**src/rtl/ctl_pkg.sv**
```systemverilog
// ----------------------------------------------------------------------------
// ctl_pkg
// Shared definitions for the light-gun shot sequencer: the sequencer state
// encoding, default tuning constants and a small helper for sizing counters.
// No ports; imported by gun_shot_sequencer and det_counter.
// ----------------------------------------------------------------------------
package ctl_pkg;

   // Sequencer states. IDLE is the only state in which a new shot is accepted.
   typedef enum logic [2:0] {
      IDLE,
      WAIT_FRAME,
      BLACK,
      TARGET,
      RESULT,
      RESOLVE_MOUSE,
      COOLDOWN
   } shot_state_t;

   // Minimum number of photodetector-high cycles in a phase to call it lit.
   localparam int DET_MIN_DEF = 4;

   // Frames after a result during which new shots are ignored.
   localparam int COOLDOWN_FRAMES_DEF = 8;

   // Largest of three frame counts, used to size the shared frame counter.
   function automatic int maxOf3(input int a, input int b, input int c);
      int m;
      m = a;
      if (b > m) m = b;
      if (c > m) m = c;
      return m;
   endfunction

endpackage

```
**src/rtl/gun_shot_sequencer_det_counter.sv**
```systemverilog
// ----------------------------------------------------------------------------
// det_counter
// Saturating counter of photodetector-high cycles with a synchronous clear and
// a count enable. Reports whether the count has reached THRESH.
//
// Ports:
//   clk_i          clock
//   rst_ni         synchronous active-low reset
//   clear_i        clears the count (wins over enable)
//   enable_i       counts one cycle when high
//   atThreshold_o  count >= THRESH (from the registered count)
// ----------------------------------------------------------------------------
module det_counter
   import ctl_pkg::*;
#(
   parameter int CNT_W  = 12,
   parameter int THRESH = DET_MIN_DEF
) (
   input  logic clk_i,
   input  logic rst_ni,
   input  logic clear_i,
   input  logic enable_i,
   output logic atThreshold_o
);

   localparam logic [CNT_W-1:0] SatValue    = '1;
   localparam logic [CNT_W-1:0] ThreshValue = CNT_W'(THRESH);

   logic [CNT_W-1:0] count_q;
   logic [CNT_W-1:0] count_d;

   // Next count: clearing takes priority, and counting stops at all-ones so a
   // long exposure to light can never wrap back to a small value.
   always_comb begin
      count_d = count_q;
      if (clear_i) begin
         count_d = '0;
      end else if (enable_i && (count_q != SatValue)) begin
         count_d = count_q + CNT_W'(1);
      end
   end

   // Count register with synchronous active-low reset.
   always_ff @(posedge clk_i) begin
      if (!rst_ni) begin
         count_q <= '0;
      end else begin
         count_q <= count_d;
      end
   end

   // Threshold compare on the registered count, so the sample taken in the
   // cycle a phase closes is not part of that phase's decision.
   assign atThreshold_o = (count_q >= ThreshValue);

endmodule

```
**src/rtl/gun_shot_sequencer.sv**
```systemverilog
// ----------------------------------------------------------------------------
// gun_shot_sequencer
// Sequences a light-gun shot over video frames. A shot with the gun attached
// blanks the screen for BLACK_FRAMES frames, then paints the target white for
// TARGET_FRAMES frames while counting photodetector-high cycles in each phase.
// Light during the target frames and darkness during the black frames is a
// hit; anything else (including a lamp that is bright all along) is a miss.
// Without a gun, a mouse shot resolves immediately from mouse_on_target.
//
// Ports:
//   clk                pixel clock
//   rst                synchronous active-low reset
//   frame_tick         one-cycle pulse at the start of each frame
//   gun_is_connected   gun presence level
//   shot_fired         shot request, rising edge detected here
//   gun_photodetector  1 = light seen (already synchronised)
//   mouse_on_target    mouse cursor is inside the target box
//   blank_screen       registered, draw pipeline forces black
//   draw_target        registered, draw pipeline paints target white
//   hit / miss         registered one-cycle result pulses
//   busy               a shot sequence is in progress
// ----------------------------------------------------------------------------
module gun_shot_sequencer
   import ctl_pkg::*;
#(
   parameter int BLACK_FRAMES    = 1,
   parameter int TARGET_FRAMES   = 1,
   parameter int COOLDOWN_FRAMES = COOLDOWN_FRAMES_DEF,
   parameter int DET_MIN         = DET_MIN_DEF,
   parameter int CNT_W           = 12
) (
   input  logic clk,
   input  logic rst,
   input  logic frame_tick,
   input  logic gun_is_connected,
   input  logic shot_fired,
   input  logic gun_photodetector,
   input  logic mouse_on_target,
   output logic blank_screen,
   output logic draw_target,
   output logic hit,
   output logic miss,
   output logic busy
);

   localparam int FrameMax = maxOf3(BLACK_FRAMES, TARGET_FRAMES, COOLDOWN_FRAMES);
   localparam int FCW      = $clog2(FrameMax) + 1;

   localparam logic [FCW-1:0] BlackCount  = FCW'(BLACK_FRAMES);
   localparam logic [FCW-1:0] TargetCount = FCW'(TARGET_FRAMES);
   localparam logic [FCW-1:0] CoolCount   = FCW'(COOLDOWN_FRAMES);

   shot_state_t    state_q;
   shot_state_t    state_d;
   logic [FCW-1:0] frameCnt_q;
   logic [FCW-1:0] frameCnt_d;
   logic [FCW-1:0] frameNext;
   logic           shotFired_q;
   logic           shotEdge;
   logic           blankScreen_q;
   logic           blankScreen_d;
   logic           drawTarget_q;
   logic           drawTarget_d;
   logic           hit_q;
   logic           hit_d;
   logic           miss_q;
   logic           miss_d;
   logic           blackLit_q;
   logic           blackLit_d;
   logic           targetLit_q;
   logic           targetLit_d;
   logic           inPhase;
   logic           detClear;
   logic           detEnable;
   logic           detLit;

   // A shot is a rising edge of shot_fired, so a held trigger fires once.
   assign shotEdge = shot_fired & ~shotFired_q;

   // Photodetector counting is only meaningful while the black or target
   // overlay is on screen.
   assign inPhase = (state_q == BLACK) || (state_q == TARGET);

   // The detector counter restarts at every state change so each phase gets
   // its own count; outside the phases it is held at zero.
   assign detClear  = (state_d != state_q) || !inPhase;
   assign detEnable = inPhase & gun_photodetector;

   det_counter #(
      .CNT_W  (CNT_W),
      .THRESH (DET_MIN)
   ) u_detCounter (
      .clk_i         (clk),
      .rst_ni        (rst),
      .clear_i       (detClear),
      .enable_i      (detEnable),
      .atThreshold_o (detLit)
   );

   // Next-state and next-output logic. Losing the gun while the overlay
   // sequence is pending or on screen abandons the shot without a result.
   // Phase changes only happen on frame_tick so the overlay stays frame
   // aligned; the light verdict of each phase is latched as it closes.
   always_comb begin
      state_d     = state_q;
      frameNext   = frameCnt_q + FCW'(1);
      frameCnt_d  = frameCnt_q;
      hit_d       = 1'b0;
      miss_d      = 1'b0;
      blackLit_d  = blackLit_q;
      targetLit_d = targetLit_q;

      case (state_q)
         IDLE: begin
            if (shotEdge) begin
               state_d = gun_is_connected ? WAIT_FRAME : RESOLVE_MOUSE;
            end
         end
         RESOLVE_MOUSE: begin
            hit_d   = mouse_on_target;
            miss_d  = ~mouse_on_target;
            state_d = COOLDOWN;
         end
         WAIT_FRAME: begin
            if (!gun_is_connected) begin
               state_d = IDLE;
            end else if (frame_tick) begin
               state_d = BLACK;
            end
         end
         BLACK: begin
            if (!gun_is_connected) begin
               state_d = IDLE;
            end else if (frame_tick && (frameNext >= BlackCount)) begin
               state_d    = TARGET;
               blackLit_d = detLit;
            end
         end
         TARGET: begin
            if (!gun_is_connected) begin
               state_d = IDLE;
            end else if (frame_tick && (frameNext >= TargetCount)) begin
               state_d     = RESULT;
               targetLit_d = detLit;
            end
         end
         RESULT: begin
            hit_d   = targetLit_q & ~blackLit_q;
            miss_d  = ~(targetLit_q & ~blackLit_q);
            state_d = COOLDOWN;
         end
         COOLDOWN: begin
            if (COOLDOWN_FRAMES == 0) begin
               state_d = IDLE;
            end else if (frame_tick && (frameNext >= CoolCount)) begin
               state_d = IDLE;
            end
         end
         default: begin
            state_d = IDLE;
         end
      endcase

      if (state_d != state_q) begin
         frameCnt_d = '0;
      end else if (frame_tick &&
                   ((state_q == BLACK) || (state_q == TARGET) || (state_q == COOLDOWN))) begin
         frameCnt_d = frameNext;
      end

      blankScreen_d = (state_d == BLACK) || (state_d == TARGET);
      drawTarget_d  = (state_d == TARGET);
   end

   // State, counters and registered outputs. Reset wins at any point in a
   // sequence and drops every output on the same edge.
   always_ff @(posedge clk) begin
      if (!rst) begin
         state_q       <= IDLE;
         frameCnt_q    <= '0;
         shotFired_q   <= 1'b0;
         blankScreen_q <= 1'b0;
         drawTarget_q  <= 1'b0;
         hit_q         <= 1'b0;
         miss_q        <= 1'b0;
         blackLit_q    <= 1'b0;
         targetLit_q   <= 1'b0;
      end else begin
         state_q       <= state_d;
         frameCnt_q    <= frameCnt_d;
         shotFired_q   <= shot_fired;
         blankScreen_q <= blankScreen_d;
         drawTarget_q  <= drawTarget_d;
         hit_q         <= hit_d;
         miss_q        <= miss_d;
         blackLit_q    <= blackLit_d;
         targetLit_q   <= targetLit_d;
      end
   end

   assign blank_screen = blankScreen_q;
   assign draw_target  = drawTarget_q;
   assign hit          = hit_q;
   assign miss         = miss_q;
   assign busy         = (state_q != IDLE);

endmodule

```
**config.mk**
```make
export PLATFORM = sky130hd
export DESIGN_NAME = gun_shot_sequencer
export DESIGN_NICKNAME = d
export VERILOG_FILES = /design/src/rtl/ctl_pkg.sv /design/src/rtl/gun_shot_sequencer_det_counter.sv /design/src/rtl/gun_shot_sequencer.sv
export SDC_FILE = /design/constraint.sdc
export NUM_CORES = 1
export LEC_CHECK = 0
export CAP_MARGIN = 20
export CORE_ASPECT_RATIO = 1.1
export CORE_UTILIZATION = 51
export CTS_BUF_LIST = sky130_fd_sc_hd__clkbuf_16
export CTS_CLUSTER_DIAMETER = 200
export DETAILED_ROUTE_END_ITERATION = 16
export PLACE_DENSITY = 0.82
export SLEW_MARGIN = 15
export SYNTH_ARGS = -nofsm -noshare
export SYNTH_HDL_FRONTEND = slang
export SYNTH_HIERARCHICAL = 1
export SYNTH_SLANG_ARGS = --single-unit
export TNS_END_PERCENT = 5
```
**constraint.sdc**
```tcl
create_clock -name clk -period 2.75 [get_ports clk]
set_input_delay 0.6875 -clock clk [delete_from_list [all_inputs] [get_ports clk]]
set_output_delay 0.6875 -clock clk [all_outputs]
set_load 0.02 [all_outputs]
```
==> results.txt, run 1 <==
Final ANT Viol Nets -> 0
HP Class -> flop to flop
element type at the critical path start -> flop
Setup violations, final -> 0
setup bufs post-CTS -> 0
Tmin final -> 2.433 ns
area grow syn2layout -> 15.55%
RePlAce Congestion -> 0.9706
DR vias -> 1384
Critical Path RT -> 2.06 ns
r2r setup slk -> 0.45 ns
# fillers -> 235
Ys Warns -> 6
most common cell in the synthesized netlist -> dfxtp_1
ys async rst share -> 0
Reg-to-Reg End -> u_detCounter/count_q[10]
nets -> 195
Clock Latency Late Sink -> 0.26 ns
Crit Path Max Fanout -> 16
top-area cell type share of the netlist area -> 0.3478
outcome -> finished clean
critical path type -> flop to output pin
clk buf depth -> 2
htree depth -> 1
worst rel slew slack -> 0.4650
post-synthesis cell count -> 174
Detailed Place HPWL -> 2413 um
Die ar. -> 3155 um2
reg2reg path depth -> 7
CP endpoint kind -> output pin
EDFF count, synth -> 0
largest net degree at the start of global routing -> 19
antenna violations before repair -> 0
number of global-route vias before repair -> 1250
setup TNS -> 0 ns
Lkg Pwr -> 0.5599 nW
Post-CTS Hold Buffers -> 0
worst path buffer plus inverter count -> 1
Mapped Area -> 1496 um2
CTS root buffer -> clkbuf_16
sequential area share after synthesis -> 0.3478
most area-hungry cell type in the Yosys netlist -> dfxtp_1
Hold Crit Start -> targetLit_q
row count -> 20
grt ovf -> 0
CTS buffer count -> 3
power per cell area -> 606.9 nW/um2
unique cell type count in the Yosys netlist -> 53
#FFs+latches synth -> 26
RSZ-0062 raised after global routing -> no
Total GRT Usage -> 0.2373
share of cells above drive strength 1 -> 0.1038
crit path max-delay cell type -> dfxtp_1
cell depth of the worst setup path -> 2
Hold Path Depth -> 2
Die Wd -> 53.65 um
CTS tree -> built
Residual DRC -> 0
most used flip-flop cell after synthesis -> dfxtp_1
first-pass GRT wire length -> 5547 um
Final Hold Fails -> 0
FF-to-FF Start -> frameCnt_q[0]
CP arrival -> 1.75 ns
drt pass-1 iters -> 4
dominant cells by area after synthesis -> dfxtp_1 35%, a21oi_1 4.3%, ha_1 3.3%
Placeable Area -> 2778 um2
cells resized by post-CTS repair -> 0
wirelength, routed -> 3371 um
initial drt markers -> 54
Avg Cell Area, Syn -> 8.600 um2
Tcrit/Tclk final -> 0.8846
clock input transition at the sequential cells of the worst setup and hold paths -> 0.07 ns
crit-path leading delay family -> flip-flops
Top-Level Pins -> 12
CP peak stage delay -> 0.67 ns
Clock Skews -> 0.003769 ns
Worst Tran Pin Value -> 0.7998 ns
Initial Util -> 0.5387
fmax -> 411.1 MHz
pre-CTS setup slack -> 0.3328 ns
Max-Cap Viols -> 0
Final WS setup -> 0.3173 ns
critical-path cell list -> or3_1 -> clkdlybuf4s50_1
Hold Crit Endpoint -> targetLit_q
Die Ht -> 58.81 um
most frequent cells after synthesis -> 26 x dfxtp_1, 13 x a21oi_1, 11 x nand2_1
DR WL/cell -> 15.61 um
Vias/cell -> 6.407
Final Max Slew Viols -> 0
number of inserted diodes -> 0
Synth Net Count -> 185
number of buffers added on ports -> 11
VDD IR max -> 0.0005003 V
clock net sink count -> 26
worst reg2reg max path, cell delays in order, from the launching register on:
cell      delay (ns)
dfxtp_1         0.44
inv_1           0.07
ha_1            0.20
nand3b_1        0.21
o31ai_2         0.42
nand2_1         0.15
nand2b_1        0.37
a211oi_1        0.33
layer usage:
metal / global-route usage / routed length (um) / vias up
met5: 0 / 0 / -
met4: 0.08647 / 55 / 0
met3: 0.05168 / 108 / 8
met2: 0.4125 / 1751 / 29
met1: 0.2798 / 1456 / 672
li1: - / - / 675
placed cells by master, fill, tap and decap left out, types with 5 or more instances in the layout:
| cell type | Yosys | routed |
|---|---|---|
| nand2_1 | 11 | 11 |
| clkdlybuf4s50_1 | 0 | 11 |
| dfxtp_1 | 26 | 26 |
| nor2_1 | 5 | 5 |
| o21ai_0 | 8 | 8 |
| a21oi_1 | 13 | 13 |
| or3_2 | 5 | 5 |
| inv_1 | 6 | 6 |
| nand3_1 | 9 | 9 |
| nor3_1 | 7 | 7 |
cells by family (layout without fill, tap and decap cells):
kind of cell / count (synthesis) / after routing / synth area share
adders and majority gates: 4 / 4 / 0.03345
buffers and inverters: 14 / 23 / 0.04096
xor gates and xnor gates: 6 / 6 / 0.03512
muxes: 2 / 2 / 0.01421
AOI/OAI and AO/OA: 46 / 46 / 0.2124
DFF: 26 / 26 / 0.3478
and+or+nand+nor: 76 / 76 / 0.3161
power breakdown:
group          internal (mW)  total [mW]  switching (mW)
Clock                  0.290       0.422           0.132
Sequential             0.393       0.426          0.0336
Combinational         0.0923       0.201           0.109
metrics by stage:
step           hold WS (ns)  instance area (um2)  instances  total power, mW    util
6_report             0.4912                 1729        216            1.049  0.6225
3_3_place_gp         0.4652                 1624        212           0.6248  0.5847
5_1_grt              0.5070                 1729        216            1.094  0.6225
2_1_floorplan        0.4522                 1496        174           0.5710       -
4_1_cts              0.4958                 1729        216            1.053  0.6225
3_5_place_dp         0.4812                 1624        212           0.6331  0.5847
how the worst max path moves through the flow:
stage	from	endpoint
after global routing	state_q[1]	busy
after floorplan	frameCnt_q[0]	u_detCounter/count_q[10]
after CTS	state_q[1]	busy
after detailed placement	gun_is_connected	u_detCounter/count_q[10]
after global placement	gun_is_connected	draw_target
final	state_q[1]	busy
registers in the layout, summed over array words and instances (netlist names):
signal / cells
miss: 1
u_detCounter/count_q: 12
blackLit_q: 1
targetLit_q: 1
blank_screen: 1
hit: 1
frameCnt_q: 4
state_q: 3
shotFired_q: 1
draw_target: 1
area by class of cell:
| cell class | count | area [um2] | share of cell area |
|---|---|---|---|
| clock inverters | 1 | 30.03 | 0.01737 |
| multi-input cells | 134 | 914.6 | 0.5289 |
| flip-flops and latches | 26 | 520.5 | 0.3010 |
| repair buffers | 13 | 125.1 | 0.07236 |
| inverters | 6 | 22.52 | 0.01302 |
| clock buffers | 3 | 75.07 | 0.04342 |
| well taps | 33 | 41.29 | 0.02388 |
No activity file was read; power rests on OpenSTA's default activity.
==> run 2: changes to the inputs <==
--- a/config.mk
+++ b/config.mk
@@ -12,6 +12,7 @@
 export CTS_CLUSTER_DIAMETER = 200
 export DETAILED_ROUTE_END_ITERATION = 16
 export PLACE_DENSITY = 0.82
+export SKIP_LAST_GASP = 1
 export SLEW_MARGIN = 15
 export SYNTH_ARGS = -nofsm -noshare
 export SYNTH_HDL_FRONTEND = slang
==> results of run 2 <==
Final layout, timing and power as in run 1 (identical DEF).
